`config.mk`:
```
export PLATFORM = sky130hd
export DESIGN_NAME = parser_cfg_loader
export DESIGN_NICKNAME = d
export VERILOG_FILES = /design/src/rtl/parser_pkg.sv /design/src/rtl/parser_cfg_loader.sv
export SDC_FILE = /design/constraint.sdc
export NUM_CORES = 1
export LEC_CHECK = 0
export CORE_MARGIN = 2
export CORE_UTILIZATION = 44
export CTS_CLUSTER_DIAMETER = 100
export DETAILED_ROUTE_END_ITERATION = 8
export PLACE_DENSITY_LB_ADDON = 0.1
export SLEW_MARGIN = 30
export SYNTH_ARGS = -nofsm -noshare
export SYNTH_HDL_FRONTEND = slang
export SYNTH_SLANG_ARGS = --single-unit
```
`constraint.sdc`:
```
create_clock -name i_clk -period 2.49 [get_ports i_clk]
set_input_delay 0.249 -clock i_clk [delete_from_list [all_inputs] [get_ports i_clk]]
set_output_delay 0.249 -clock i_clk [all_outputs]
set_load 0.01 [all_outputs]
```
`src/rtl/parser_pkg.sv`:
```
// Shared types and constants for the parser and its rule-configuration loader.
package parser_pkg;

    // Configuration loader sequencer states
    typedef enum logic [2:0] {
        CFG_IDLE,
        CFG_FETCH,
        CFG_LATCH,
        CFG_WRITE,
        CFG_READ,
        CFG_WAIT_RD,
        CFG_NEXT,
        CFG_DONE
    } cfg_state_t;

    // Rule-port selector, carried in rule_addr[10:8]
    localparam logic [2:0] RULE_SEL_RULE   = 3'd0;
    localparam logic [2:0] RULE_SEL_TYPE   = 3'd1;
    localparam logic [2:0] RULE_SEL_TOFF   = 3'd2;
    localparam logic [2:0] RULE_SEL_KOFF   = 3'd3;
    localparam logic [2:0] RULE_SEL_HSHIFT = 3'd4;
    localparam logic [2:0] RULE_SEL_MSHIFT = 3'd5;

    // One entry-table word: {rule_addr[63:32], rule_wdata[31:0]}
    localparam int CFG_ENTRY_W = 64;

    // Loader completion codes
    localparam logic [1:0] CFG_ERR_OK       = 2'd0;
    localparam logic [1:0] CFG_ERR_MISMATCH = 2'd1;
    localparam logic [1:0] CFG_ERR_TIMEOUT  = 2'd2;

endpackage

```
`src/rtl/parser_cfg_loader.sv`:
```
// Walks an entry table in external synchronous memory and programs the parser
// rule port one entry at a time, optionally reading each entry back to verify.
module parser_cfg_loader
    import parser_pkg::*;
#(
    parameter int ENTRY_AW = 8,
    parameter int VERIFY   = 1,
    parameter int TIMEOUT  = 16
) (
    input  logic                   i_clk,
    input  logic                   i_rst_n,
    input  logic                   i_start,
    input  logic [ENTRY_AW:0]      i_entry_cnt,
    output logic                   o_busy,
    output logic                   o_done,
    output logic [1:0]             o_err_code,
    output logic [ENTRY_AW-1:0]    o_err_idx,
    output logic [ENTRY_AW-1:0]    o_mem_addr,
    input  logic [CFG_ENTRY_W-1:0] i_mem_rdata,
    output logic                   o_rule_wren,
    output logic                   o_rule_rden,
    output logic [31:0]            o_rule_addr,
    output logic [31:0]            o_rule_wdata,
    input  logic                   i_rule_rdata_valid,
    input  logic [31:0]            i_rule_rdata
);

    localparam int             TW     = $clog2(TIMEOUT + 1);
    localparam logic [TW-1:0]  T_LAST = TW'(TIMEOUT - 1);

    cfg_state_t          state;
    cfg_state_t          state_nx;
    logic [ENTRY_AW:0]   idx;
    logic [ENTRY_AW:0]   cnt;
    logic [ENTRY_AW:0]   idx_inc;
    logic [TW-1:0]       tcnt;
    logic [31:0]         rule_addr;
    logic [31:0]         rule_wdata;
    logic [1:0]          err_code;
    logic [1:0]          err_code_nx;
    logic [ENTRY_AW-1:0] err_idx;
    logic                done;
    logic                verify_entry;
    logic                rd_match;
    logic                rd_timeout;

    // idx is one bit wider than the table address so a full table terminates
    assign idx_inc      = idx + 1'b1;
    assign verify_entry = (VERIFY != 0) && (rule_addr[10:8] != RULE_SEL_RULE);
    assign rd_match     = (i_rule_rdata == rule_wdata);
    assign rd_timeout   = (tcnt == T_LAST);

    // State register
    always_ff @(posedge i_clk or negedge i_rst_n) begin
        if (!i_rst_n) begin
            state <= CFG_IDLE;
        end else begin
            state <= state_nx;
        end
    end

    // Next-state decode and completion code
    always_comb begin
        state_nx    = state;
        err_code_nx = CFG_ERR_OK;
        case (state)
            CFG_IDLE: begin
                if (i_start) begin
                    state_nx = (i_entry_cnt == '0) ? CFG_DONE : CFG_FETCH;
                end
            end
            CFG_FETCH: state_nx = CFG_LATCH;
            CFG_LATCH: state_nx = CFG_WRITE;
            CFG_WRITE: state_nx = verify_entry ? CFG_READ : CFG_NEXT;
            CFG_READ:  state_nx = CFG_WAIT_RD;
            CFG_WAIT_RD: begin
                // Valid data takes priority over an expiring timeout
                if (i_rule_rdata_valid) begin
                    if (rd_match) begin
                        state_nx = CFG_NEXT;
                    end else begin
                        state_nx    = CFG_DONE;
                        err_code_nx = CFG_ERR_MISMATCH;
                    end
                end else if (rd_timeout) begin
                    state_nx    = CFG_DONE;
                    err_code_nx = CFG_ERR_TIMEOUT;
                end
            end
            CFG_NEXT:  state_nx = (idx_inc == cnt) ? CFG_DONE : CFG_FETCH;
            CFG_DONE:  state_nx = CFG_IDLE;
            default:   state_nx = CFG_IDLE;
        endcase
    end

    // Datapath: count/index, latched entry, timeout counter and status
    always_ff @(posedge i_clk or negedge i_rst_n) begin
        if (!i_rst_n) begin
            cnt        <= '0;
            idx        <= '0;
            tcnt       <= '0;
            rule_addr  <= '0;
            rule_wdata <= '0;
            err_code   <= CFG_ERR_OK;
            err_idx    <= '0;
            done       <= 1'b0;
        end else begin
            case (state)
                CFG_IDLE: begin
                    if (i_start) begin
                        cnt      <= i_entry_cnt;
                        idx      <= '0;
                        done     <= 1'b0;
                        err_code <= CFG_ERR_OK;
                        err_idx  <= '0;
                    end
                end
                CFG_LATCH: begin
                    rule_addr  <= i_mem_rdata[63:32];
                    rule_wdata <= i_mem_rdata[31:0];
                end
                CFG_READ:    tcnt <= '0;
                CFG_WAIT_RD: tcnt <= tcnt + 1'b1;
                CFG_NEXT:    idx  <= idx_inc;
                default: ;
            endcase
            // Status is captured on entry to DONE so it is valid while DONE is held
            if (state != CFG_DONE && state_nx == CFG_DONE) begin
                done     <= 1'b1;
                err_code <= err_code_nx;
                if (err_code_nx != CFG_ERR_OK) begin
                    err_idx <= idx[ENTRY_AW-1:0];
                end
            end
        end
    end

    assign o_busy       = (state != CFG_IDLE);
    assign o_done       = done;
    assign o_err_code   = err_code;
    assign o_err_idx    = err_idx;
    assign o_mem_addr   = idx[ENTRY_AW-1:0];
    assign o_rule_wren  = (state == CFG_WRITE);
    assign o_rule_rden  = (state == CFG_READ);
    assign o_rule_addr  = rule_addr;
    assign o_rule_wdata = rule_wdata;

endmodule

```
==> flow_metrics.env <==
export IMPL_fin_crit_sh_pct=89.5
export IMPL_criticalPathCategory="register to register"
export IMPL_routed_wl_um=12700
export IMPL_mostFrequentLayoutCells="clkdlybuf4s50_1, dfrtp_1, mux2_2, xor2_1, nand2_1"
export IMPL_grt_pass1_wl_um=20200
export IMPL_wl_per_cell_um=17.3
export IMPL_setup_viol_count_final=0
export IMPL_num_vias=3790
export IMPL_layout_cells_most_common="clkdlybuf4s50_1"
export IMPL_ys_warnings_count=0
export IMPL_die_h_um=109
export IMPL_place_ws_ns=0.108
export IMPL_gr_usage_all_layers_pct=22.5
export IMPL_critical_path_required_ns=2.73
export IMPL_worst_pin_slew_ns=0.606
export IMPL_drc_errors=0
export IMPL_combPwrFrac_pct=50.3
export IMPL_cts_hold_buf=1
export IMPL_syn_nets=513
export IMPL_cp_max_fo=7
export IMPL_p_sw_mw=2.90
export IMPL_cts_max_path_buffers=2
export IMPL_worstHoldPathType="primary input to asynchronous set/reset pin"
export IMPL_grt_max_degree=65
export IMPL_pin_count=195
export IMPL_nets=704
export IMPL_area_growth_pct=46.9
export IMPL_fin_setup_tns_ns=0
export IMPL_peakVddDrop_mv=0.645
export IMPL_clkPwrFrac_pct=12.8
export IMPL_slew_violations=0
export IMPL_gp_congestion=0.870
export IMPL_critPathCaptureType="register"
export IMPL_grt_setup_unrepaired="no"
export IMPL_hold_violations=0
export IMPL_p_total_mw=8.32
export IMPL_seqPwrFrac_pct=36.9
export IMPL_fmax_mhz=449
export IMPL_period_needed_ns=2.23
export IMPL_dieArea_um2=11900
export IMPL_clk_pin_slew_ns=0.09
export IMPL_async_flop_share_pct=100
export IMPL_numCtsBuffers=9
export IMPL_synth_cells=401
export IMPL_fp_dieW_um=109
export IMPL_grt_ovfl_total=0
export IMPL_avgViaCountPerCell=5.16
export IMPL_coreArea_um2=10800
export IMPL_cts_tree="built"
export IMPL_cellInternalPower_mw=5.42
export IMPL_slew_headroom_pct=59.6
export IMPL_grt_pass1_vias=4070
export IMPL_fin_skew_ns=0.0111
export IMPL_cp_start_kind="register"
export IMPL_insertion_delay_ns=0.37
export IMPL_power_density_nw_per_um2=1160
export IMPL_root_buffer="clkbuf_8"
export IMPL_cts_sink_count=101
export IMPL_antenna_found_initial=0
export IMPL_synth_seq_cells=101
export IMPL_cts_htree_levels=3
export IMPL_drtAntennaViolNets=0
export IMPL_diodes=0
export IMPL_syn_area_um2=4870
export IMPL_post_cts_buffers=0
export IMPL_dr_pass1_iters=4
export IMPL_cellLeakagePower_nw=2.90
export IMPL_dpl_hpwl_um=9720
export IMPL_synth_main_ff_cell="dfrtp_1"
export IMPL_drv_cap=0
export IMPL_worst_slack_ns=0.261
export IMPL_io_buffers=194
export IMPL_avgSynthCellArea_um2=12.2
export IMPL_start_util_pct=45.0
export IMPL_ys_types=49
export IMPL_placementRows=38
export IMPL_dr_first_iter_drc_count=127
export IMPL_power_share_switching_pct=34.8
export IMPL_cts_resized=0
export IMPL_ys_seq_area_share_pct=51.8
export IMPL_final_layout_size_suffix_gt1_share_pct=16.3
export IMPL_synth_edff_count=0
export IMPL_outcome="completed"
export IMPL_worst_ep_arrival_time_ns=2.47
per-stage QoR:
stage	cell area [um^2]	std cells	utilization [%]	hold slack [ns]
global route	7160	735	66.1	0.463
floorplan	4870	401	-	-0.0466
CTS	7160	735	66.1	0.423
detailed placement	6950	720	64.1	0.299
global placement	6950	720	64.1	0.300
finish	7160	735	66.1	0.428
Yosys cell counts (3+ instances only):
master      n  area, um^2
nor4_1      9        56.3
o41ai_1     3        26.3
or3_1       3        18.8
mux2_2     65         732
inv_1      13        48.8
nor3_1      5        25.0
mux2i_1     8        80.1
dfrtp_1   101        2530
mux2_1     11         124
a21oi_1    11        55.1
xnor2_1     7        61.3
nand2_1    27         101
nand4_1     4        25.0
buf_2      10        50.1
nor2_1     17        63.8
o21ai_0    16        80.1
xor2_1     35         307
nand3_1     6        30.0
clkbuf_1    5        18.8
ha_1        3        37.5
buf_4       8        60.1
cell families after synthesis:
group / share of synthesized area [%]
flops: 51.8
fa+ha+maj: 0.770
xor+xnor: 8.50
compound gates: 7.37
mux: 19.2
simple gates: 8.29
buf+inv: 4.03
registers in the layout, summed over array words and instances (netlist names):
| name | count |
|---|---|
| cnt | 9 |
| o_done | 1 |
| o_err_idx | 8 |
| state | 3 |
| tcnt | 5 |
| o_rule_addr | 32 |
| o_err_code | 2 |
| o_rule_wdata | 32 |
| idx | 9 |
critical path: stages (launching register included):
cell,delay [ns]
dfrtp_1,0.36
ha_1,0.18
buf_4,0.15
nand2_1,0.13
or3_1,0.43
a221oi_4,0.30
o2111ai_2,0.19
a22oi_2,0.25
o32ai_1,0.12
cell type report:
cell class              count  area, um^2
clock inverters             1        30.0
inverters                  14        52.6
repair buffers            205        2050
well taps                 140         175
flip-flops and latches    101        2530
multi-input cells         261        2160
fillers                   842        3680
clock buffers              13         169
final timing paths:
| path | from | to | slack [ns] | depth (start not counted) |
|---|---|---|---|---|
| worst max-delay path | idx[0] | o_err_code[0] | 0.26 | 8 |
| worst max register to register | idx[0] | o_err_code[0] | 0.26 | 8 |
| max in group asynchronous | i_rst_n | o_rule_addr[4] | 1.39 | 3 |
| min in group i_clk | i_mem_rdata[55] | o_rule_addr[23] | 0.47 | 2 |
| worst min-delay path | i_rst_n | o_rule_addr[1] | 0.43 | 2 |
| worst min register to register | o_rule_addr[23] | o_rule_addr[23] | 0.49 | 1 |
power by group through the flow:
stage / clock network, mW / logic [mW] / registers [mW]
floorplan: 0 / 2.05 / 3.21
global placement: 0 / 4.13 / 3.07
detailed placement: 0 / 4.21 / 3.11
CTS: 1.11 / 4.24 / 3.08
global route: 1.18 / 4.51 / 3.19
finish: 1.06 / 4.19 / 3.07
routing by layer:
layer / vias up / track usage [%] / share of wire (%)
li1: 1791 / - / -
met1: 1845 / 24.2 / 37
met2: 132 / 39.8 / 52
met3: 22 / 10.3 / 8.9
met4: 0 / 6.69 / 2.3
met5: - / 0 / 0
Power figures use the tool's default switching activity.
